$ cat config.mk
export PLATFORM = sky130hd
export DESIGN_NAME = entropy_conditioner
export DESIGN_NICKNAME = d
export VERILOG_FILES = /design/src/rtl/entropy_conditioner.sv
export SDC_FILE = /design/constraint.sdc
export NUM_CORES = 1
export LEC_CHECK = 0
export BUFFER_PORTS_ARGS = -buffer_cell sky130_fd_sc_hd__buf_2
export CORE_MARGIN = 2
export CORE_UTILIZATION = 25
export DETAILED_ROUTE_END_ITERATION = 6
export PLACE_DENSITY = 0.47
export SLEW_MARGIN = 20
export SYNTH_ARGS = -nofsm -noshare
export SYNTH_HDL_FRONTEND = slang
export SYNTH_SLANG_ARGS = --single-unit
$ cat constraint.sdc
create_clock -name clk -period 22.7 [get_ports clk]
set_input_delay 0 -clock clk [delete_from_list [all_inputs] [get_ports clk]]
set_output_delay 0 -clock clk [all_outputs]
set_load 0.03 [all_outputs]
$ cat src/rtl/entropy_conditioner.sv
// Raw ring-oscillator bits -> von Neumann debias -> LFSR whitening -> DATA_W-bit word packer,
// guarded by a repetition-count health test that latches a terminal fault.
//
// state     | meaning
// ----------+-----------------------------------------------------------
// ST_WARMUP | debiased bits stir the LFSR only; nothing is packed
// ST_RUN    | debiased bits are whitened and packed into output words
// ST_FAIL   | repetition-count failure; output withheld until rst
module entropy_conditioner #(
    parameter int          DATA_W    = 256,
    parameter logic [31:0] LFSR_SEED = 32'hACE1_2468,
    parameter int          RCT_LIMIT = 32,
    parameter int          WARMUP    = 64
) (
    input  logic              clk,
    input  logic              rst,
    input  logic              raw_bit,
    input  logic              raw_valid,
    output logic [DATA_W-1:0] entropy_o,
    output logic              entropy_valid,
    input  logic              entropy_ready,
    output logic              health_fail,
    output logic              ovf_o,
    output logic [1:0]        state_o
);

    localparam logic [1:0] ST_WARMUP = 2'd0;
    localparam logic [1:0] ST_RUN    = 2'd1;
    localparam logic [1:0] ST_FAIL   = 2'd2;

    localparam int CNT_W  = $clog2(DATA_W + 1);
    localparam int RUN_W  = $clog2(RCT_LIMIT + 1);
    localparam int WARM_W = $clog2(WARMUP + 1);

    localparam logic [CNT_W-1:0]  CNT_FULL  = CNT_W'(DATA_W);
    localparam logic [CNT_W-1:0]  CNT_LAST  = CNT_W'(DATA_W - 1);
    localparam logic [RUN_W-1:0]  RUN_LIM   = RUN_W'(RCT_LIMIT);
    localparam logic [WARM_W-1:0] WARM_LAST = WARM_W'(WARMUP - 1);

    logic [1:0]        state;
    logic [31:0]       lfsr;
    logic [DATA_W-1:0] acc;
    logic [CNT_W-1:0]  bit_cnt;
    logic [RUN_W-1:0]  run_cnt;
    logic [WARM_W-1:0] warm_cnt;
    logic              pair_full;
    logic              pair_bit;
    logic              prev_bit;

    logic              fb;
    logic              w_bit;
    logic              d_valid;
    logic              rct_trip;
    logic              consume;
    logic [RUN_W-1:0]  run_next;
    logic [DATA_W-1:0] acc_next;

    always_comb begin
        fb       = lfsr[31] ^ lfsr[21] ^ lfsr[1] ^ lfsr[0];
        // pair 10 yields d=1 and 01 yields d=0, so d is simply the first sample
        w_bit    = fb ^ pair_bit;
        acc_next = {acc[DATA_W-2:0], w_bit};
        // run_cnt==0 means no previous sample since reset
        if (run_cnt != '0 && raw_bit == prev_bit)
            run_next = (run_cnt == RUN_LIM) ? run_cnt : run_cnt + 1'b1;
        else
            run_next = RUN_W'(1);
        rct_trip = raw_valid && (state != ST_FAIL) && (run_next == RUN_LIM);
        d_valid  = raw_valid && (state != ST_FAIL) && !rct_trip &&
                   pair_full && (pair_bit != raw_bit);
        consume  = entropy_valid && entropy_ready && (state != ST_FAIL);
    end

    always_ff @(posedge clk or posedge rst) begin
        if (rst) begin
            state         <= ST_WARMUP;
            lfsr          <= LFSR_SEED;
            acc           <= '0;
            bit_cnt       <= '0;
            run_cnt       <= '0;
            warm_cnt      <= '0;
            pair_full     <= 1'b0;
            pair_bit      <= 1'b0;
            prev_bit      <= 1'b0;
            entropy_o     <= '0;
            entropy_valid <= 1'b0;
            health_fail   <= 1'b0;
            ovf_o         <= 1'b0;
        end else if (state != ST_FAIL) begin
            // A held full accumulator moves straight into the freed output register.
            if (consume) begin
                if (bit_cnt == CNT_FULL) begin
                    entropy_o <= acc;
                    bit_cnt   <= '0;
                end else begin
                    entropy_valid <= 1'b0;
                end
            end

            if (raw_valid) begin
                run_cnt  <= run_next;
                prev_bit <= raw_bit;
                if (rct_trip) begin
                    state         <= ST_FAIL;
                    health_fail   <= 1'b1;
                    entropy_valid <= 1'b0;
                    entropy_o     <= '0;
                    acc           <= '0;
                    bit_cnt       <= '0;
                    pair_full     <= 1'b0;
                end else begin
                    pair_full <= !pair_full;
                    if (!pair_full)
                        pair_bit <= raw_bit;

                    if (d_valid) begin
                        lfsr <= {lfsr[30:0], w_bit};
                        if (state == ST_WARMUP) begin
                            warm_cnt <= warm_cnt + 1'b1;
                            if (warm_cnt == WARM_LAST)
                                state <= ST_RUN;
                        end else if (bit_cnt == CNT_FULL) begin
                            ovf_o <= 1'b1;
                        end else begin
                            acc <= acc_next;
                            if (bit_cnt == CNT_LAST) begin
                                if (!entropy_valid || consume) begin
                                    entropy_o     <= acc_next;
                                    entropy_valid <= 1'b1;
                                    bit_cnt       <= '0;
                                end else begin
                                    bit_cnt <= CNT_FULL;
                                end
                            end else begin
                                bit_cnt <= bit_cnt + 1'b1;
                            end
                        end
                    end
                end
            end
        end
    end

    assign state_o = state;

endmodule

# == Word level (Yosys, flattened, before mapping) ==
# Cells that the tools add are included.
# totals
ramBits,0
mem_count,0
output_inout_bits,261
wordCells,96
latchBits,0
input_bits,5
romBits,0
reg_bits,574
# op_classes
addsub,3
magnitude_cmp,0
muxes,38
n_mul,0
shift,0
n_reduce_logical,25
n_div,0
n_eq_ne,10
bitwise_logic,7
# ops
cell,n
two-way mux 256 bit,13
two-way mux 9 bit,9
AND reduction 5 bit,3
== test 6 bit (second input constant),2
two-way mux 6 bit,2
two-way mux 1 bit,10
adder 9 x 1 -> 9 bit (second input constant),1
== test 9 x 8 -> 1 bit (second input constant),1
== test 9 bit (second input constant),1
logical AND 1 bit,8
two-way mux 2 bit,4
AND reduction 4 bit,2
adder 7 x 1 -> 7 bit (second input constant),1
== test 7 x 6 -> 1 bit (second input constant),1
adder 6 x 1 -> 6 bit (second input constant),1
!= test 2 bit (second input constant),3
AND reduction 6 bit,1
nonzero test 2 bit,3
nonzero test 6 bit,1
XOR 1 bit,4
logical NOT 1 bit,3
NOT 1 bit,3
AND reduction 3 bit,1
logical NOT 2 bit,1
4 further kinds,4

# == Longest topological paths before layout ==
# Gate-level depths: netlist (run 1).
# logic_depth
ltp_word,12
depth_mapped,11
mapped_depth_nobuf,7

# == Worst setup path after synthesis (run 1) ==
# OpenSTA, ideal clock, no wires.
# synth_path
path_kind,register to register
from,register run_cnt[0]
to,register lfsr[19]
setup_slack_ns,20.342
required_ns,22.575
arrival_time_ns,2.233
path_buffers,2
path_stages_with_launch,10
synth_period_minus_slack_ns,2.358
setup_time_ns,0.125
cell_sequence,dfrtp_1 -> inv_1 -> ha_1 -> nor4b_4 -> and4_1 -> o2111a_1 -> buf_6 -> nor3_4 -> buf_4 -> mux2_2
# synth_between
elab_chain_cells,10
word_cells_on_any_way,14
cone_classes,add/sub (1); eq/ne (2); mux (2); bitwise (1); reduce/logical (8)
# synth_lines
element,line_no,text
"start, declared",44,logic [RUN_W-1:0] run_cnt;
"start signal, assigned",101,run_cnt <= run_next;
adder 6 x 1 -> 6 bit (tied with other cells),65,run_next = (run_cnt == RUN_LIM) ? run_cnt : run_cnt + 1'b1;
two-way mux 6 bit or logical AND 1 bit (tied branches),"65, 64",
two-way mux 6 bit (*),64,if (run_cnt != '0 && raw_bit == prev_bit)
== test 6 bit (*),68,rct_trip = raw_valid && (state != ST_FAIL) && (run_next == RUN_LIM);
logical AND 1 bit (*),68,
logical NOT 1 bit,69,d_valid = raw_valid && (state != ST_FAIL) && !rct_trip &&
logical AND 1 bit (2 in series),69,
logical AND 1 bit,70,pair_full && (pair_bit != raw_bit);
AND reduction 4 bit (no line) (*),--,
"end signal, assigned",117,"lfsr <= {lfsr[30:0], w_bit};"
"end, declared",41,logic [31:0] lfsr;
# Every way passes the cells marked *; elsewhere a longest branch is shown, timed or not.
# A chain may end at the register's enable or synchronous reset.

# == Final worst setup path (run 1) ==
# layout_path
from,register run_cnt[0]
to,register acc[228]
# layout_between
elab_chain_cells,11
word_cells_on_any_way,17
cone_classes,add/sub (1); eq/ne (4); mux (3); reduce/logical (9)
# layout_lines
element,line_no,text
adder 6 x 1 -> 6 bit (tied with other cells),65,
two-way mux 6 bit or logical AND 1 bit (tied branches),"65, 64",
two-way mux 6 bit (*),64,
== test 6 bit (*),68,
logical AND 1 bit (*),68,
logical NOT 1 bit,69,
logical AND 1 bit (2 in series),69,
logical AND 1 bit,70,
nonzero test 2 bit (no line),--,
AND reduction 5 bit (no line),--,
"end signal, assigned",125,acc <= acc_next;
"end, declared",42,logic [DATA_W-1:0] acc;
# Marked as above.

==> impl_metrics.csv, run 1 <==
group,metric,value,unit
run_status,status,"complete, no violations",
logic_synthesis,ys_seq_area_share,52.9,%
sta,drv_slew,0,
power,peakVddDrop,0.0461,mV
critical_path,timing.rr.end,"acc[228]",
placed_design,place_congestion,0.704,
power,powerDensity,73.3,nW/um^2
logic_synthesis,yosys-mux-area-fraction,11.0,%
logic_synthesis,synth_compound_area_share,23.6,%
sta,worst_pin_slew,1.25,ns
die,fp.dieW,334,um
logic_synthesis,synth_area_per_cell,10.4,sq um
die,row_count,120,
routing,dr.pass1.iters,5,
logic_synthesis,synth_top_family_by_area,"compound AO/OA/AOI/OAI gates",
die,die_h,334,um
sta,finalCriticalPeriod,4.76,ns
sta,setup_tns,0,ns
power,p_leak,15.4,nW
global_routing,grt_overflow,0,
critical_path,max_stage_delay,0.79,ns
clock_network,clockBufferDepth,3,
critical_path,crit_arrival,5.28,ns
layout,n_antenna_cell,0,
sta,rsz0062_at_grt,"no",
clock_network,cts_tree,"yes",
sta,fmaxAchievable,210,MHz
logic_synthesis,synth_enable_flop_cells,0,
clock_network,clock_sinks,574,
routing,vias,21900,
logic_synthesis,synth_simple_gate_area_share,6.63,%
layout,final_common_cell,"dfrtp_1",
logic_synthesis,ys_warn_count,0,
global_routing,antenna_found_initial,0,
critical_path,r2r_setup_slack,17.94,ns
sta,maxSlewHeadroom,16.4,%
critical_path,startpoint,"run_cnt[0]",
logic_synthesis,synth_xor_area_share,0.451,%
routing,drc,0,
clock_network,cts-root-buf,"clkbuf_16",
layout,final_cell_mix,"561 x dfrtp_1, 509 x o21ai_0, 266 x nand3_1, 265 x buf_2",
routing,drt_iter0_markers,1560,
clock_network,clock_latency,0.63,ns
layout,syn_to_final_growth,17.3,%
critical_path,critPathKind,"register to register",
clock_network,path_clk_slew,0.06,ns
sta,period_share,21.0,%
placed_design,io_buffers,265,
die,ios,266,
clock_network,htreeDepth,3,
critical_path,cp.depth,10,
critical_path,cp_num_buf_inv,4,
critical_path,slowest_stage,"buf_4",
critical_path,path_delay_family,"buffers and inverters",
critical_path,rr_startpoint,"run_cnt[0]",
routing,wl,85.5,mm
routing,via_per_inst,5.27,
logic_synthesis,syn_nets,2616,
critical_path,crit_chain,"inv_1 -> ha_1 -> nor4b_4 -> and4_1 -> o2111ai_4 -> buf_4 -> buf_4 -> buf_4 -> nand3_1 -> a21oi_1",
job,drv_cap,0,
critical_path,start_kind,"register",
logic_synthesis,synthesis.area,27200,sq um
die,die_area,111000,sq um
logic_synthesis,synth.distinct_cells,59,
critical_path,cp_max_fo,79,
sta,fin_ws,17.94,ns
critical_path,crit_top_cell,"buf_4",
critical_path,rr_worst_depth,10,
logic_synthesis,synthAdderAreaFrac,0.230,%
sta,setup_violations,0,
clock_network,numCtsBuffers,73,
layout,layout-drive-gt1-share,17.6,%
sta,clock_skew,0.0243,ns
die,coreArea,108000,sq um
clock_network,cts_resized,0,
critical_path,critPathRequiredTime,23.22,ns
die,initial_utilization,25.3,%
logic_synthesis,ys_ff_latch,574,
logic_synthesis,syn_inst,2606,
logic_synthesis,yosys_most_used_dff,"dfrtp_1",
logic_synthesis,async_flop_share,100,%
global_routing,grt_pass1_vias,21400,
routing,wl_per_cell,20.6,um
critical_path,critPathCaptureType,"register",
routing,ant_nets,0,
worst_hold_path,hp-class,"input port to async pin",
sta,hold_viol_final,0,
placed_design,dpl.hpwl,45.2,mm
global_routing,grt_util_all_layers,15.0,%
placed_design,place_ws,18.02,ns
global_routing,grt_max_degree,202,
global_routing,grt_pass1_wl,135,mm
layout,finalNetCount,2701,
-- worst max path at each step --
stage | endpoint | slack [ns]
6_report | acc[228] | 17.94
5_1_grt | entropy_o[234] | 17.57
4_1_cts | entropy_o[233] | 17.97
3_5_place_dp | acc[71] | 18.02
3_3_place_gp | entropy_o[87] | 18.02
2_1_floorplan | acc[0] | 6.66
-- registers in the layout, summed over array words and instances (netlist names) --
register	count
acc	256
entropy_o	256
lfsr	32
bit_cnt	9
warm_cnt	7
run_cnt	6
state_o	2
entropy_valid	1
health_fail	1
ovf_o	1
pair_bit	1
pair_full	1
prev_bit	1
-- power breakdown --
group          internal, W  switching [W]   total, W
Clock             0.000748       0.000471    0.00122
Sequential         0.00104      0.0000117    0.00105
Combinational    0.0000243      0.0000447  0.0000690
Total              0.00181       0.000528    0.00234
-- worst register-to-register path, stage by stage, from the launching register on --
cell and delay [ns]:
dfrtp_1 0.45, inv_1 0.09, ha_1 0.20, nor4b_4 0.14
and4_1 0.28, o2111ai_4 0.73, buf_4 0.80, buf_4 0.83
buf_4 0.80, nand3_1 0.18, a21oi_1 0.17
-- per-stage QoR --
step	utilization (%)	hold slack (ns)	area (sq um)	std cells	power [W]
floorplan	-	0.105	27200	2606	0.00112
global placement	27.2	0.226	29300	4013	0.00114
detailed placement	27.2	0.229	29300	4013	0.00114
CTS	29.6	0.0675	31900	4152	0.00238
global route	29.7	0.0885	31900	4153	0.00243
finish	29.7	0.0625	31900	4153	0.00234
-- cell families after synthesis --
group / count (synthesis)
flip-flops: 574
adder cells (fa/ha/maj): 5
AND/OR/NAND/NOR: 345
buffers and inverters: 308
multiplexers: 294
AO/OA/AOI/OAI: 1066
XOR/XNOR: 14
-- synthesized netlist by cell type, drive strengths merged, types with 13 or more instances --
cell type / n / area, sq um
a21oi: 260 / 1300
o31ai: 14 / 105
o21ai: 509 / 2550
dfstp: 13 / 342
nand2: 23 / 86.3
mux2: 34 / 383
o211ai: 13 / 97.6
clkbuf: 205 / 769
a32oi: 243 / 2130
nand3: 266 / 1330
mux2i: 260 / 2600
buf: 94 / 614
dfrtp: 561 / 14000
-- layout make-up --
cell class	count	area [sq um]
clock buffers	112	2240
clock inverters	22	282
fillers	11100	75600
inverters	9	41.3
multi-input cells	1724	11400
flip-flops and latches	574	14400
well taps	1403	1760
repair buffers	309	1750
-- layer usage --
layer,vias up,global-route usage (%),part of all wire [%]
met2,451,23.3,47
met4,0,4.84,2.3
met3,107,2.49,3.9
met1,11200,21.1,47
met5,-,0,0
li1,10100,-,-
-- repair_timing --
action                                 in CTS  in global routing
endpoints found under the hold margin     109                  0
setup buffers                               0                  0
setup endpoints to repair                   0                  0
hold buffers                                5                  0
Note: power is estimated with default switching activity, not from simulation.
==> run 2, diff against run 1 <==
--- a/config.mk
+++ b/config.mk
@@ -9,7 +9,7 @@
 export CORE_MARGIN = 2
 export CORE_UTILIZATION = 25
 export DETAILED_ROUTE_END_ITERATION = 6
-export PLACE_DENSITY = 0.47
+export PLACE_DENSITY = 0.49
 export SLEW_MARGIN = 20
 export SYNTH_ARGS = -nofsm -noshare
 export SYNTH_HDL_FRONTEND = slang
==> constraint.sdc (replaced) <==
create_clock -name clk -period 4.31 [get_ports clk]
set_input_delay 0 -clock clk [delete_from_list [all_inputs] [get_ports clk]]
set_output_delay 0 -clock clk [all_outputs]
set_load 0.03 [all_outputs]
==> run 2 against run 1 <==
The flow now finishes with violations (DRC). Fmax rose by 41%. Via count rose by 0.76%. Critical path type unchanged. Critical path depth fell by 2. Total power rose to 5.2 times the previous value. Non-clock buffer count rose by 9.
==> impl_metrics.csv, run 2 (synthesis gave the netlist of run 1 again) <==
group,metric,value,unit
critical_path,critPathCaptureType,"register",
worst_hold_path,hp-class,"input port to register",
sta,hold_viol_final,0,
clock_network,cts_resized,0,
power,powerDensity,381,nW/um^2
die,die_h,334,um
clock_network,clockBufferDepth,3,
layout,final_cell_mix,"561 x dfrtp_1, 509 x o21ai_0, 266 x nand3_1, 265 x buf_2",
sta,setup_tns,0,ns
routing,vias,22100,
run_status,violations,"DRC",
layout,fillCellCount,11200,
sta,rsz0062_at_grt,"no",
worst_hold_path,whs_path_depth,3,
sta,finalCriticalPeriod,3.37,ns
critical_path,rr_worst_depth,8,
routing,wl_per_cell,20.5,um
sta,worst_pin_slew,1.11,ns
power,p_comb_share,3.0,%
power,pwr-share-clk,51.9,%
critical_path,cp_max_fo,14,
placed_design,dpl_cell_area,29600,sq um
sta,maxSlewHeadroom,26.3,%
placed_design,io_buffers,265,
routing,dr.pass1.iters,7,
die,coreArea,108000,sq um
clock_network,htreeDepth,3,
critical_path,critPathKind,"register to register",
die,initial_utilization,25.3,%
layout,final_common_cell,"dfrtp_1",
global_routing,grt_util_all_layers,14.9,%
sta,fmaxAchievable,297,MHz
routing,wl,85.3,mm
layout,layout-drive-gt1-share,17.6,%
layout,final_area,32200,sq um
clock_network,clock_sinks,574,
critical_path,start_kind,"register",
clock_network,path_clk_slew,0.06,ns
placed_design,place_congestion,0.737,
clock_network,cts_setup_buffers,0,
routing,drt_iter0_markers,1691,
die,die_area,111000,sq um
critical_path,critPathRequiredTime,4.84,ns
global_routing,grt_pass1_wl,135,mm
layout,reg_top3,"acc x256, entropy_o x256, lfsr x32",
layout,syn_to_final_growth,18.3,%
routing,via_per_inst,5.30,
sta,drv_slew,0,
sta,whs,0.284,ns
routing,ant_nets,0,
global_routing,grt_max_degree,206,
power,p_leak,15.5,nW
sta,period_share,78.2,%
clock_network,cts_tree,"yes",
layout,finalNetCount,2711,
power,switchingPower,0.00282,W
sta,setup_violations,0,
power,power.internal,0.00944,W
run_status,status,"finished with violations",
power,peakVddDrop,0.244,mV
placed_design,dpl.hpwl,45.1,mm
global_routing,grt_overflow,0,
critical_path,crit_arrival,3.90,ns
sta,clock_skew,0.0450,ns
clock_network,clock_latency,0.65,ns
die,row_count,120,
clock_network,cts-root-buf,"clkbuf_16",
job,drv_cap,0,
routing,drc,2,
global_routing,antenna_found_initial,1,
die,ios,266,
global_routing,grt_pass1_vias,21400,
clock_network,numCtsBuffers,74,
power,switching_share,23.0,%
power,seq_power_share,45.2,%
die,fp.dieW,334,um
[run 2: cell types whose count changed in the layout (fill, tap and decap cells not counted)]
cell	before	now
buf_12	5	26
inv_8	1	0
clkinv_8	0	2
clkbuf_16	77	75
clkbuf_8	18	15
diode_2	0	1
buf_4	33	19
dlygate4sd3_1	5	7
clkinv_4	3	0
clkinv_2	10	6
clkinvlp_4	1	3
clkbuf_1	17	21
inv_6	2	5
[run 2: area by class of cell]
| cell class | instances | area (sq um) | area share, % |
|---|---|---|---|
| multi-input cells | 1724 | 11400 | 35.6 |
| clock buffers | 111 | 2160 | 6.72 |
| repair buffers | 318 | 2090 | 6.49 |
| inverters | 9 | 37.5 | 0.117 |
| flip-flops and latches | 574 | 14400 | 44.7 |
| well taps | 1403 | 1760 | 5.46 |
| clock inverters | 21 | 302 | 0.937 |
| diodes | 1 | 2.50 | 0.00778 |
[run 2: what timing repair did]
action | 4_1_cts | 5_1_grt
setup endpoints to repair | 0 | 0
hold buffers | 7 | 0
hold endpoints to repair | 346 | 0
[run 2: path summary, 6_finish.rpt]
kind | startpoint | end | slack [ns]
worst max-delay path | run_cnt[0] | entropy_o[0] | 0.94
worst min-delay path | raw_bit | pair_bit | 0.28
worst max register to register | run_cnt[0] | entropy_o[0] | 0.94
worst min register to register | lfsr[28] | lfsr[29] | 0.47
max in group asynchronous | rst | acc[85] | 2.60
min in group asynchronous | rst | acc[184] | 0.51
[run 2: worst max-delay path, stage by stage, from the launching register on]
cell	delay, ns
dfrtp_1	0.45
inv_1	0.08
ha_1	0.20
nor4b_4	0.14
and4_1	0.28
o2111a_4	0.41
nor4_4	0.94
o21ai_0	0.20
dlygate4sd3_1	0.59
[run 2: routing by layer]
layer	up-vias	global-route usage, %	share of wire [%]
met5	-	0	0
met4	0	4.09	2.2
met3	102	3.32	5.6
met2	515	23.2	47
met1	11300	20.6	46
li1	10100	-	-
[run 2: power by group through the flow]
stage	registers, W	clock network (W)	logic, W
final	0.00553	0.00636	0.000366
after CTS	0.00553	0.00656	0.000383
after detailed placement	0.00563	0	0.000376
after global placement	0.00563	0	0.000374
after global routing	0.00554	0.00676	0.000421
after floorplan	0.00562	0	0.000277
[run 2: stage by stage]
| step | total power [W] | cells | utilization, % | worst slack (ns) |
|---|---|---|---|---|
| global placement | 0.00600 | 4020 | 27.5 | 1.18 |
| CTS | 0.0125 | 4159 | 29.9 | 0.867 |
| global route | 0.0127 | 4161 | 29.9 | 0.757 |
| detailed placement | 0.00601 | 4020 | 27.5 | 1.13 |
| finish | 0.0123 | 4161 | 29.9 | 0.938 |
| floorplan | 0.00590 | 2606 | - | -3.50 |
